==> src/rtl/ysyx_210238_lsu_pkg.sv <==
// ysyx_210238_lsu_pkg: shared ls_info indices, FSM states, size codes and decode helpers for the LSU
package ysyx_210238_lsu_pkg;
   localparam int LS_SD  = 0;
   localparam int LS_SW  = 1;
   localparam int LS_SH  = 2;
   localparam int LS_SB  = 3;
   localparam int LS_LWU = 4;
   localparam int LS_LHU = 5;
   localparam int LS_LBU = 6;
   localparam int LS_LD  = 7;
   localparam int LS_LW  = 8;
   localparam int LS_LH  = 9;
   localparam int LS_LB  = 10;
   localparam logic [1:0] SZ_B = 2'd0;
   localparam logic [1:0] SZ_H = 2'd1;
   localparam logic [1:0] SZ_W = 2'd2;
   localparam logic [1:0] SZ_D = 2'd3;
   typedef enum logic [1:0] {
      LSU_IDLE = 2'd0,
      LSU_REQ  = 2'd1,
      LSU_RSP  = 2'd2
   } lsu_state_t;
   typedef struct packed {
      logic [1:0] size;
      logic       sign;
   } ls_dec_t;
   // Scan from the top so the lowest-index set bit is the one that sticks.
   function automatic ls_dec_t ls_decode(input logic [10:0] info);
      ls_dec_t d;
      d = '{size: SZ_B, sign: 1'b0};
      for (int i = 10; i >= 0; i--)
         if (info[i])
            d = '{size: (i == LS_LB || i == LS_LBU || i == LS_SB) ? SZ_B :
                        (i == LS_LH || i == LS_LHU || i == LS_SH) ? SZ_H :
                        (i == LS_LW || i == LS_LWU || i == LS_SW) ? SZ_W : SZ_D,
                  sign: i >= LS_LW};
      return d;
   endfunction
   function automatic logic [2:0] size_mask(input logic [1:0] sz);
      return sz == SZ_B ? 3'b111 : sz == SZ_H ? 3'b110 : sz == SZ_W ? 3'b100 : 3'b000;
   endfunction
   function automatic logic [7:0] size_strb(input logic [1:0] sz);
      return sz == SZ_B ? 8'h01 : sz == SZ_H ? 8'h03 : sz == SZ_W ? 8'h0F : 8'hFF;
   endfunction
endpackage

==> src/rtl/ysyx_210238_lsu_align.sv <==
// ysyx_210238_lsu_align: byte-lane placement of store data/strobes and extraction/extension of load data
module ysyx_210238_lsu_align
   import ysyx_210238_lsu_pkg::*;
(
   input  logic [2:0]  st_off,
   input  logic [1:0]  st_size,
   input  logic [63:0] st_data,
   output logic [63:0] st_wdata,
   output logic [7:0]  st_wstrb,
   input  logic [2:0]  ld_off,
   input  logic [1:0]  ld_size,
   input  logic        ld_sign,
   input  logic [63:0] ld_rdata,
   output logic [63:0] ld_data
);
   logic [63:0] sh;
   always_comb begin
      st_wdata = st_data << {st_off, 3'b000};
      st_wstrb = size_strb(st_size) << st_off;
      sh = ld_rdata >> {ld_off, 3'b000};
      ld_data = ld_size == SZ_B ? {{56{ld_sign & sh[7]}}, sh[7:0]} :
                ld_size == SZ_H ? {{48{ld_sign & sh[15]}}, sh[15:0]} :
                ld_size == SZ_W ? {{32{ld_sign & sh[31]}}, sh[31:0]} : sh;
   end
endmodule

==> src/rtl/ysyx_210238_lsu.sv <==
// ysyx_210238_lsu: load/store stage; issues one memory request per bundle, stalls until done, registers WB result
module ysyx_210238_lsu
   import ysyx_210238_lsu_pkg::*;
#(
   parameter int MEM_AW        = 64,
   parameter bit MISALIGN_TRAP = 1'b1
) (
   input  logic              i_clk,
   input  logic              i_rst_n,
   input  logic              i_valid,
   input  logic [63:0]       i_mem_addr,
   input  logic [63:0]       i_mem_wdata,
   input  logic [10:0]       i_ls_info,
   input  logic              i_mem_read,
   input  logic              i_mem_write,
   input  logic              i_rd_wen,
   input  logic [4:0]        i_rd_addr,
   input  logic [63:0]       i_rd_data,
   output logic              o_stall,
   output logic              o_mem_req_valid,
   input  logic              i_mem_req_ready,
   output logic [MEM_AW-1:0] o_mem_req_addr,
   output logic              o_mem_req_wen,
   output logic [63:0]       o_mem_req_wdata,
   output logic [7:0]        o_mem_req_wstrb,
   input  logic              i_mem_rsp_valid,
   input  logic [63:0]       i_mem_rsp_rdata,
   output logic              o_wb_valid,
   output logic              o_rd_wen,
   output logic [4:0]        o_rd_addr,
   output logic [63:0]       o_rd_data,
   output logic              o_misalign
);
   lsu_state_t  state;
   ls_dec_t     dec;
   logic        mem_op, mis, trap, done, load_q, sign_q;
   logic [2:0]  off, off_q;
   logic [1:0]  size_q;
   logic [63:0] st_wdata, ld_data;
   logic [7:0]  st_wstrb;

   // Masking the offset by size gives the cleared-low-bits address when misaligned accesses are not trapped.
   assign dec    = ls_decode(i_ls_info);
   assign off    = i_mem_addr[2:0] & size_mask(dec.size);
   assign mis    = off != i_mem_addr[2:0];
   assign mem_op = i_mem_read | i_mem_write;
   assign trap   = MISALIGN_TRAP & mem_op & mis;
   assign done   = i_mem_rsp_valid & ((state == LSU_REQ & i_mem_req_ready) | (state == LSU_RSP));
   assign o_stall = i_rst_n & ((state == LSU_IDLE) ? (i_valid & mem_op & !trap) : !done);

   ysyx_210238_lsu_align u_align (
      .st_off   (off),
      .st_size  (dec.size),
      .st_data  (i_mem_wdata),
      .st_wdata (st_wdata),
      .st_wstrb (st_wstrb),
      .ld_off   (off_q),
      .ld_size  (size_q),
      .ld_sign  (sign_q),
      .ld_rdata (i_mem_rsp_rdata),
      .ld_data  (ld_data)
   );

   always_ff @(posedge i_clk or negedge i_rst_n) begin
      if (!i_rst_n) begin
         state           <= LSU_IDLE;
         o_mem_req_valid <= 1'b0;
         o_mem_req_addr  <= '0;
         o_mem_req_wen   <= 1'b0;
         o_mem_req_wdata <= '0;
         o_mem_req_wstrb <= '0;
         o_wb_valid      <= 1'b0;
         o_rd_wen        <= 1'b0;
         o_rd_addr       <= '0;
         o_rd_data       <= '0;
         o_misalign      <= 1'b0;
         off_q           <= '0;
         size_q          <= SZ_B;
         sign_q          <= 1'b0;
         load_q          <= 1'b0;
      end else begin
         o_wb_valid <= done;
         o_misalign <= 1'b0;
         if (state == LSU_IDLE && i_valid) begin
            o_rd_wen   <= i_rd_wen & !trap;
            o_rd_addr  <= i_rd_addr;
            o_rd_data  <= i_rd_data;
            o_wb_valid <= !mem_op | trap;
            o_misalign <= trap;
            if (mem_op && !trap) begin
               state           <= LSU_REQ;
               o_mem_req_valid <= 1'b1;
               o_mem_req_addr  <= {i_mem_addr[MEM_AW-1:3], 3'b000};
               o_mem_req_wen   <= i_mem_write;
               o_mem_req_wdata <= i_mem_write ? st_wdata : '0;
               o_mem_req_wstrb <= i_mem_write ? st_wstrb : '0;
               off_q           <= off;
               size_q          <= dec.size;
               sign_q          <= dec.sign;
               load_q          <= !i_mem_write;
            end
         end
         if (state == LSU_REQ && i_mem_req_ready) begin
            o_mem_req_valid <= 1'b0;
            state           <= i_mem_rsp_valid ? LSU_IDLE : LSU_RSP;
         end
         if (done) begin
            state <= LSU_IDLE;
            if (load_q) o_rd_data <= ld_data;
         end
      end
   end
endmodule

==> config.mk <==
export PLATFORM = sky130hd
export DESIGN_NAME = ysyx_210238_lsu
export DESIGN_NICKNAME = d
export VERILOG_FILES = /design/src/rtl/ysyx_210238_lsu_pkg.sv /design/src/rtl/ysyx_210238_lsu_align.sv /design/src/rtl/ysyx_210238_lsu.sv
export SDC_FILE = /design/constraint.sdc
export NUM_CORES = 1
export LEC_CHECK = 0
export BUFFER_PORTS_ARGS = -buffer_cell sky130_fd_sc_hd__buf_2
export CORE_AREA = 2 2 189 191
export CTS_CLUSTER_SIZE = 20
export DETAILED_ROUTE_END_ITERATION = 16
export DIE_AREA = 0 0 191 193
export HOLD_SLACK_MARGIN = 0.05
export PLACE_DENSITY = 0.69
export SKIP_CTS_REPAIR_TIMING = 1
export SYNTH_ARGS = -nofsm -noshare
export SYNTH_HDL_FRONTEND = slang
export SYNTH_HIERARCHICAL = 1
export SYNTH_SLANG_ARGS = --single-unit
==> constraint.sdc <==
create_clock -name i_clk -period 1.8 [get_ports i_clk]
set_input_delay 0.18 -clock i_clk [delete_from_list [all_inputs] [get_ports i_clk]]
set_output_delay 0.18 -clock i_clk [all_outputs]
set_load 0.05 [all_outputs]
After elaboration in Yosys (flattened, before gate mapping)
Cells that the tools add are included.

cells by class
  equal/unequal tests = 7
  shift-type cells = 3
  muxes and demuxes = 36
  bitwise gates (word level) = 14
  reductions and logical operators = 17

operators with widths
  kind                number
  $mux 64             7
  $shl 64x6->64       1
  $shr 64x6->64       1
  $mux 3              12
  $mux 8              4
  $mux 2              6
  $and 1x1->1         10
  $shl 8x3->8         1
  $mux 1              7
  $eq 2x1->1 const B  3
  $eq 2x2->1 const B  3
  $logic_not 2->1     3
  $reduce_and 2->1    3
  $reduce_bool 3->1   2
  $logic_not 1->1     4
  $reduce_bool 2->1   2
  $and 3x3->3         1
  $logic_and 1x1->1   3
  $ne 3x3->1          1
  $or 1x1->1          3

word-level totals
  bits in registers = 216
  input bits = 280
  output and inout bits = 211

Longest topological paths before layout
Gate-level depths: netlist of run 1.

  depth in word-level cells = 24
  mapped depth = 12
  mapped depth without buffers = 9

By module
The synthesis of run 1 kept the hierarchy.

modules (own cells, without submodules)
  module                 times used  cells each  area an instance (um^2)  sequential area each (um^2)
  ysyx_210238_lsu        1           667         8956.1                   5405.2
  ysyx_210238_lsu_align  1           597         4037.6                   0.0

Least setup slack after synthesis of run 1
Ideal clock, no wire load.

  kind = input-to-reg
  start point = in i_ls_info[1]
  end point = reg o_mem_req_wdata[56]
  arrival = 2531 ps
  data required time = 1679 ps
  path slack = -852 ps
  cell stages on the path = 11
  path through = or2_2 -> a221oi_4 -> nand2_1 -> nor3_1 -> clkbuf_1 -> buf_2 -> buf_2 -> mux2i_1 -> a21oi_1 -> mux2_2 -> a22o_1

RTL lines
  item                   line                         source
  start, declared        ysyx_210238_lsu.sv:13        input logic [10:0] i_ls_info,
  $mux 3 * (2 in a row)  ysyx_210238_lsu_pkg.sv:32    if (info[i])
  $eq 2x1->1             ysyx_210238_lsu_pkg.sv:40    return sz == SZ_B ? 3'b111 : sz == SZ_H ? 3'b110 : sz == SZ_W ? 3'b100 : 3'b000;
  $mux 3                 ysyx_210238_lsu_pkg.sv:40
  $mux 3 *               ysyx_210238_lsu_pkg.sv:40
  $and 3x3->3 *          ysyx_210238_lsu.sv:44        assign off = i_mem_addr[2:0] & size_mask(dec.size);
  net off[0]             ysyx_210238_lsu.sv:37        logic [2:0] off, off_q;
  $shl 64x6->64 *        ysyx_210238_lsu_align.sv:18  st_wdata = st_data << {st_off, 3'b000};
  net st_wdata[56]       ysyx_210238_lsu.sv:39        logic [63:0] st_wdata, ld_data;
  $mux 64 *              ysyx_210238_lsu.sv:95        o_mem_req_wdata <= i_mem_write ? st_wdata : '0;
  end signal, assigned   ysyx_210238_lsu.sv:95
  end, declared          ysyx_210238_lsu.sv:24        output logic [63:0] o_mem_req_wdata,

The timed path passes the listed nets; every way through them passes the cells marked *.
A chain may end at the register's enable or synchronous reset.

Worst setup path in the final report of run 1
  start point = reg state[0]
  end point = out o_stall

on the way
  longest elaborated chain between the ends = 7

RTL lines
  item                    line                    source
  start, declared         ysyx_210238_lsu.sv:34   lsu_state_t state;
  start signal, assigned  ysyx_210238_lsu.sv:105  state <= i_mem_rsp_valid ? LSU_IDLE : LSU_RSP;
  $eq 2x1->1              ysyx_210238_lsu.sv:48   assign done = i_mem_rsp_valid & ((state == LSU_REQ & i_mem_req_ready) | (state == LSU_RSP));
  $and 1x1->1             ysyx_210238_lsu.sv:48
  $or 1x1->1              ysyx_210238_lsu.sv:48
  $and 1x1->1             ysyx_210238_lsu.sv:48
  $logic_not 1->1         ysyx_210238_lsu.sv:49   assign o_stall = i_rst_n & ((state == LSU_IDLE) ? (i_valid & mem_op & !trap) : !done);
  $mux 1 *                ysyx_210238_lsu.sv:49
  $and 1x1->1 *           ysyx_210238_lsu.sv:49
  end, declared           ysyx_210238_lsu.sv:19   output logic o_stall,

Mark *: on every way between the ends. The rest lies on a longest branch, timed or not.

==> qor.json, run 1 <==
{
  "drt_iter0_markers": 949,
  "deepest_level_of_the_cts_h_tree": 1,
  "detail_route.first_pass.iterations": 8,
  "clock_sinks": 216,
  "p_per_area_nw_per_um2": 1544,
  "overflow": 0,
  "total_power_mw": 33.16,
  "final_design_area_no_fill_um2": 21470,
  "synth_warnings": 6,
  "max-slew-margin-rel": 0.4510,
  "yosys.area_share.simple": 0.09543,
  "max_cap_violation_count": 0,
  "finalMaxSlewViolations": 0,
  "finalWorstSetupSlack_ns": -0.3515,
  "clock_skew_ns": 0.02731,
  "placed_cell_area_um2": 17580,
  "route.detailed.drc": 0,
  "cts-root-buf": "clkbuf_16",
  "grt_first_pass_wirelength_mm": 73.04,
  "p_leak_nw": 10.37,
  "worst_ep_required_time_ns": 1.62,
  "post-place-cells": 2330,
  "syn2layout_area_growth_pct": 65.24,
  "min_period_ns": 2.151,
  "drive_gt1_frac": 0.5283,
  "synth_cells": 1264,
  "final.fill_count": 2771,
  "layout.cells.most_common": "buf_2",
  "synth.area.mux_share": 0.2648,
  "finalHoldViolCount": 0,
  "run_status": "finished with violations",
  "grt_start_max_net_pins": 94,
  "synth_area_um2": 12990,
  "routedWlPerCell_um": 23.06,
  "routed_vias_inst": 5.448,
  "cts_buffers": 25,
  "initial_utilization": 0.3716,
  "route.final.wire_length_mm": 59.33,
  "clkLatencyLatePin_ns": 0.56,
  "antenna_found_initial": 14,
  "arrival_ns": 1.97,
  "cp_max_fo": 5,
  "grt.total_usage": 0.2586,
  "post-place-ws_ns": -0.7925,
  "synth_enable_flop_cells": 0,
  "top_achievable_clock_speed_mhz": 464.8,
  "rsz0062_at_grt": "true",
  "setup-violations-final": 201,
  "floorplan.die_area_um2": 36860,
  "vdd.ir_drop.worst_mv": 1.189,
  "worstSetupEndpointType": "output pin",
  "grt_pass1_vias": 12573,
  "totalNegativeSetupSlack_ns": -38.92,
  "die_h_um": 193,
  "ys_async_sr_fraction": 1.000,
  "top_level_ports": 491,
  "final_cell_mix": "483 x buf_2, 213 x dfrtp_1, 194 x buf_4",
  "total_core_area_um2": 34960,
  "timing.critical_path.from_type": "register",
  "final_min_period_over_clock_period": 1.195,
  "synth_fa_ha_area_frac": 0,
  "synth-xor-area-share": 0,
  "core.rowCount": 69,
  "actual_transition_at_the_worst_max_transition_pin_ns": 0.8235,
  "utilization": 0.6141,
  "cts.path.max_buffers": 3,
  "timing.hold.ws_ns": 0.07594,
  "main_combinational_cell_family_by_area_after_synthesis": "multiplexers",
  "synthFlopType": "dfrtp_1",
  "synth_compound_gate_area_share": 0.1702,
  "yosysUniqueCellTypes": 58,
  "crit_type": "reg -> out",
  "cts_tree": "done",
  "postSynthRegisterBits": 216,
  "post_synthesis_sequential_area_ratio": 0.4160,
  "num-nets-final": 2367,
  "post_synth.cell_area_avg_um2": 10.28,
  "detail-route-antenna-nets": 0,
  "route.vias.total": 14017,
  "multi_input_area_um2": 7715,
  "die_width_um": 191,
  "ff_latch_area_um2": 5409,
  "port_buffers": 487,
  "gp_routability_congestion": 0.9414,
  "clock_pin_transition_on_the_worst_setup_and_hold_timing_paths_ns": 0.06,
  "finalNonFillerCells": 2573,
  "place_hpwl_mm": 39.75,
  "hp-class": "in -> reg",
  "violated_checks": "setup timing"
}
-- worst max-delay path, cell delays in order, from the launching register on --
cell and delay, ns:
dfrtp_1 0.39, buf_6 0.13, nand3b_1 0.11, a21boi_2 0.08, buf_6 0.13, nor2b_4 0.13
nand3b_1 0.12, o21ai_2 0.16, buf_6 0.19
-- power by group --
group	internal (mW)	switching (mW)
Clock	2.84	2.21
Sequential	6.94	1.50
Combinational	6.69	13.0
Total	16.5	16.7
-- routing by layer --
layer,share of wire,global-route usage
met1,0.37,0.3091
met2,0.51,0.4434
met3,0.075,0.05557
met4,0.051,0.1258
met5,0.0014,0
-- Yosys cell counts, types with 15 or more instances --
library cell,number,area share
and2_1,20,0.0096
mux2_2,77,0.067
clkbuf_1,50,0.014
o21ai_0,73,0.028
inv_1,15,0.0043
buf_2,31,0.012
a22o_1,73,0.049
nor2_1,142,0.041
nand2_1,88,0.025
a21oi_1,128,0.049
mux4_2,26,0.045
o22ai_1,33,0.016
dfrtp_1,216,0.42
mux2i_1,139,0.11
mux2_4,39,0.045
-- sequential cells by signal, indices dropped and copies added, names as in the netlist --
signal           cells
o_wb_valid           1
o_mem_req_valid      1
o_mem_req_addr      61
off_q                3
o_mem_req_wstrb      8
o_mem_req_wdata     64
o_rd_wen             1
size_q               2
o_misalign           1
load_q               1
o_rd_data           64
o_mem_req_wen        1
o_rd_addr            5
state                2
sign_q               1
-- kinds of logic after synthesis --
logic type / after synthesis
flops: 216
mux: 282
simple gates: 288
other cells: 1
compound gates: 347
buf+inv: 130
-- layout make-up --
| type | count | area share |
|---|---|---|
| multi-input cells | 920 | 0.3593 |
| inverters | 18 | 0.003263 |
| repair buffers | 906 | 0.3206 |
| clock buffers | 37 | 0.03403 |
| clock inverters | 8 | 0.003147 |
| diodes | 7 | 0.0008159 |
| well taps | 461 | 0.02686 |
| flip-flops and latches | 216 | 0.2519 |
-- final timing paths --
kind	start	to	slack (ns)	cells past startpoint
max	state[0]$_DFFE_PN0P_	o_stall	-0.35	8
min	i_rd_data[11]	o_rd_data[11]$_DFF_PN0_	0.08	3
max reg2reg	off_q[2]$_DFFE_PN0P_	o_rd_data[60]$_DFF_PN0_	-0.30	10
min reg2reg	o_mem_req_valid$_DFFE_PN0P_	o_mem_req_valid$_DFFE_PN0P_	0.47	2
max in group asynchronous	i_rst_n	o_rd_addr[0]$_DFFE_PN0P_	0.76	3
min in group asynchronous	i_rst_n	o_wb_valid$_DFF_PN0_	0.31	3
(Power assumes the default switching activity.)
==> run 2: changes to the inputs <==
- REMOVE_ABC_BUFFERS: default -> 1
==> run 2 against run 1 <==
  * The run still ends with setup timing left
  * Register-to-register slack lost 0.06 ns
  * Wire length fell by 6.1%
  * Cell area down 3.4%
  * Sequential power is 2% lower
  * Critical path type is now reg -> reg
==> qor.json, run 2 (synthesized netlist as in run 1, its figures left out) <==
{
  "routed_vias_inst": {"value": 5.493, "change": "+0.83%"},
  "actual_transition_at_the_worst_max_transition_pin": {"value": 0.7757, "unit": "ns", "change": "-0.04782 ns"},
  "routedWlPerCell": {"value": 22.16, "unit": "um", "change": "-3.9%"},
  "critical-path-slowest-cell": "dfrtp_2",
  "gr-usage-met2": {"value": 0.4331, "change": "-0.01031"},
  "floorplan.die_area": {"value": 36860, "unit": "um2", "change": "unchanged"},
  "worstRegToRegCells": {"value": 10, "change": "unchanged"},
  "pwr-share-comb": {"value": 0.580, "change": "-0.013"},
  "setup.worst_path.end": "o_rd_data[34]$_DFF_PN0_",
  "worst-r2r-setup-slack": {"value": -0.36, "unit": "ns", "change": "-0.06 ns"},
  "critical-path-max-stage-delay": {"value": 0.44, "unit": "ns", "change": "+0.05 ns"},
  "initial_utilization": {"value": 0.3716, "change": "unchanged"},
  "gp_routability_congestion": {"value": 0.9434, "change": "+0.21%"},
  "layout_top_registers": "o_mem_req_wdata x64, o_rd_data x64, o_mem_req_addr x61",
  "die_width": {"value": 191, "unit": "um", "change": "unchanged"},
  "clkPwrFrac": {"value": 0.166, "change": "+0.014"},
  "clock_skew": {"value": 0.01991, "unit": "ns", "change": "-0.007396 ns"},
  "antenna_found_initial": {"value": 14, "change": "unchanged"},
  "p_sw_frac": {"value": 0.4973, "change": "-0.006061"},
  "timing.critical_path.from_type": "register",
  "port_buffers": {"value": 487, "change": "unchanged"},
  "syn2layout_area_growth_pct": 59.63,
  "crit_path_frequent_cell": "buf_12",
  "cts.path.max_buffers": {"value": 3, "change": "unchanged"},
  "grt_start_max_net_pins": {"value": 128, "change": "+36%"},
  "cts_buffers": {"value": 25, "change": "unchanged"},
  "p_per_area": {"value": 1573, "unit": "nW/um2", "change": "+1.9%"},
  "power_report.internal_total": {"value": 16.40, "unit": "mW", "change": "-0.40%"},
  "route.detailed.drc": {"value": 0, "change": "unchanged"},
  "finalNonFillerCells": {"value": 2514, "change": "-2.3%"},
  "post-place-cells": {"value": 2286, "change": "-1.9%"},
  "drt_iter0_markers": {"value": 932, "change": "-1.8%"},
  "finalWorstSetupSlack": {"value": -0.3598, "unit": "ns", "change": "-0.008351 ns"},
  "final_min_period_over_clock_period": {"value": 1.200, "change": "+0.004639"},
  "detail-route-antenna-nets": {"value": 0, "change": "unchanged"},
  "top_achievable_clock_speed": {"value": 463.0, "unit": "MHz", "change": "-0.39%"},
  "cts_tree": "done",
  "layout.cells.most_common": "buf_2",
  "cts-root-buf": "clkbuf_16",
  "r2r_end": "o_rd_data[34]$_DFF_PN0_",
  "route.final.wire_length": {"value": 55.71, "unit": "mm", "change": "-6.1%"},
  "arrival": {"value": 2.57, "unit": "ns", "change": "+0.60 ns"},
  "detail_route.first_pass.iterations": {"value": 5, "change": "-3"},
  "hp-class": "in -> reg",
  "crit_type": "reg -> reg",
  "min_period": {"value": 2.160, "unit": "ns", "change": "+0.008351 ns"},
  "drive_gt1_frac": {"value": 0.5029, "change": "-0.02533"},
  "num-nets-final": {"value": 2307, "change": "-2.5%"},
  "timing.hold.ws": {"value": 0.04672, "unit": "ns", "change": "-0.02923 ns"},
  "post-place-ws": {"value": -0.7854, "unit": "ns", "change": "+0.007113 ns"},
  "max_cap_violation_count": {"value": 0, "change": "unchanged"},
  "clock_pin_transition_on_the_worst_setup_and_hold_timing_paths": {"value": 0.06, "unit": "ns", "change": "about the same"},
  "overflow": {"value": 0, "change": "unchanged"},
  "crit_path_cell_trace": "buf_4 > or2_1 > a211oi_2 > a2111o_1 > o31a_4 > buf_12 > buf_12 > nand2_1 > nor2_2 > a21oi_1",
  "grt_most_used_layer": "met2",
  "finalMaxSlewViolations": {"value": 0, "change": "unchanged"},
  "clock_sinks": {"value": 216, "change": "unchanged"},
  "global_route.usage.met1": {"value": 0.2927, "change": "-0.01631"},
  "grt.total_usage": {"value": 0.2474, "change": "-0.01121"},
  "deepest_level_of_the_cts_h_tree": {"value": 1, "change": "unchanged"},
  "share_seq_of_total_power": {"value": 0.255, "change": "about the same"},
  "cp_max_fo": {"value": 12, "change": "+7"},
  "rsz0062_at_grt": "true",
  "final_cell_mix": "483 x buf_2, 212 x dfrtp_1, 159 x buf_4",
  "clkLatencyLatePin": {"value": 0.54, "unit": "ns", "change": "-0.02 ns"},
  "max-slew-margin-rel": {"value": 0.4829, "change": "+0.03188"},
  "vdd.ir_drop.worst": {"value": 2.054, "unit": "mV", "change": "+73%"},
  "grt_pass1_vias": {"value": 12503, "change": "-0.56%"},
  "finalHoldViolCount": {"value": 0, "change": "unchanged"},
  "route.vias.total": {"value": 13809, "change": "-1.5%"},
  "worstSetupEndpointType": "register",
  "total_core_area": {"value": 34960, "unit": "um2", "change": "unchanged"},
  "die_h": {"value": 193, "unit": "um", "change": "unchanged"},
  "violated_checks": "setup timing",
  "run_status": "finished with violations",
  "total_power": {"value": 32.63, "unit": "mW", "change": "-1.6%"},
  "crit-reg2reg-launch": "off_q[1]$_DFFE_PN0P_",
  "global_route.usage.met3": {"value": 0.05864, "change": "+0.003077"},
  "core.rowCount": {"value": 69, "change": "unchanged"},
  "top_level_ports": {"value": 491, "change": "unchanged"},
  "netSwitchingPower": {"value": 16.23, "unit": "mW", "change": "-2.8%"},
  "p_leak": {"value": 10.02, "unit": "nW", "change": "-3.4%"},
  "totalNegativeSetupSlack": {"value": -42.56, "unit": "ns", "change": "-3.642 ns"},
  "setup-violations-final": {"value": 207, "change": "+3.0%"},
  "place_hpwl": {"value": 36.58, "unit": "mm", "change": "-8.0%"},
  "timing.critical_path.from": "off_q[1]$_DFFE_PN0P_",
  "grt_first_pass_wirelength": {"value": 70.86, "unit": "mm", "change": "-3.0%"},
  "worst_ep_required_time": {"value": 2.21, "unit": "ns", "change": "+0.59 ns"}
}
==> run 2: cell count changes in the layout (fill, tap and decap cells not counted), sizes merged <==
cell / delta
buf: -54
clkbuf: -10
bufinv: +3
clkinv: +2
diode: +2
inv: -2
a22o: +1
dlygate4sd3: -1
==> run 2: layer usage <==
metal / share of wire / vias up
met5: 0.0010 / -
met2: 0.51 / 786
met1: 0.36 / 6742
met3: 0.082 / 157
li1: - / 6114
met4: 0.044 / 10
==> run 2: power groups by stage <==
| stage | Clock (mW) | Sequential, mW | Combinational (mW) |
|---|---|---|---|
| global route | 5.70 | 8.51 | 19.8 |
| finish | 5.40 | 8.30 | 18.9 |
| global placement | 0 | 8.21 | 17.2 |
| floorplan | 0 | 14.5 | 4.38 |
| detailed placement | 0 | 8.21 | 17.3 |
| CTS | 5.47 | 8.22 | 17.4 |
==> run 2: worst min path at each step <==
stage                       start                 endpoint  slack [ns]  cells after the start
finish              i_rd_data[10]  o_rd_data[10]$_DFF_PN0_        0.05                      3
global route        i_rd_data[10]  o_rd_data[10]$_DFF_PN0_        0.05                      3
CTS                       i_rst_n  o_rd_data[43]$_DFF_PN0_       -0.34                      2
detailed placement        i_rst_n  o_rd_data[43]$_DFF_PN0_        0.27                      2
global placement          i_rst_n  o_rd_data[43]$_DFF_PN0_        0.26                      2
floorplan                 i_rst_n       load_q$_DFFE_PN0P_       -0.12                      0
==> run 2: layout make-up <==
type                    count  area, um2
fillers                  2751      14220
multi-input cells         921       7587
repair buffers            845       6211
flip-flops and latches    216       5413
clock buffers              33      725.7
well taps                 461      576.8
clock inverters            11      138.9
inverters                  18      67.56
diodes                      9      22.52
==> run 2: stage by stage <==
| step | instance area (um2) | utilization |
|---|---|---|
| after CTS | 18010 | 0.5152 |
| after detailed placement | 17150 | 0.4905 |
| after global routing | 20730 | 0.5928 |
| after global placement | 17150 | 0.4905 |
| final | 20740 | 0.5932 |
| after floorplan | 12380 | - |
==> run 2: worst max-delay path: cells and delay by family, from the launching register on <==
kind / cells / cell delay [ns]
buffers and inverters: 3 / 0.45
AOI/OAI and AO/OA: 4 / 0.67
and+or+nand+nor: 3 / 0.45
DFF: 1 / 0.44
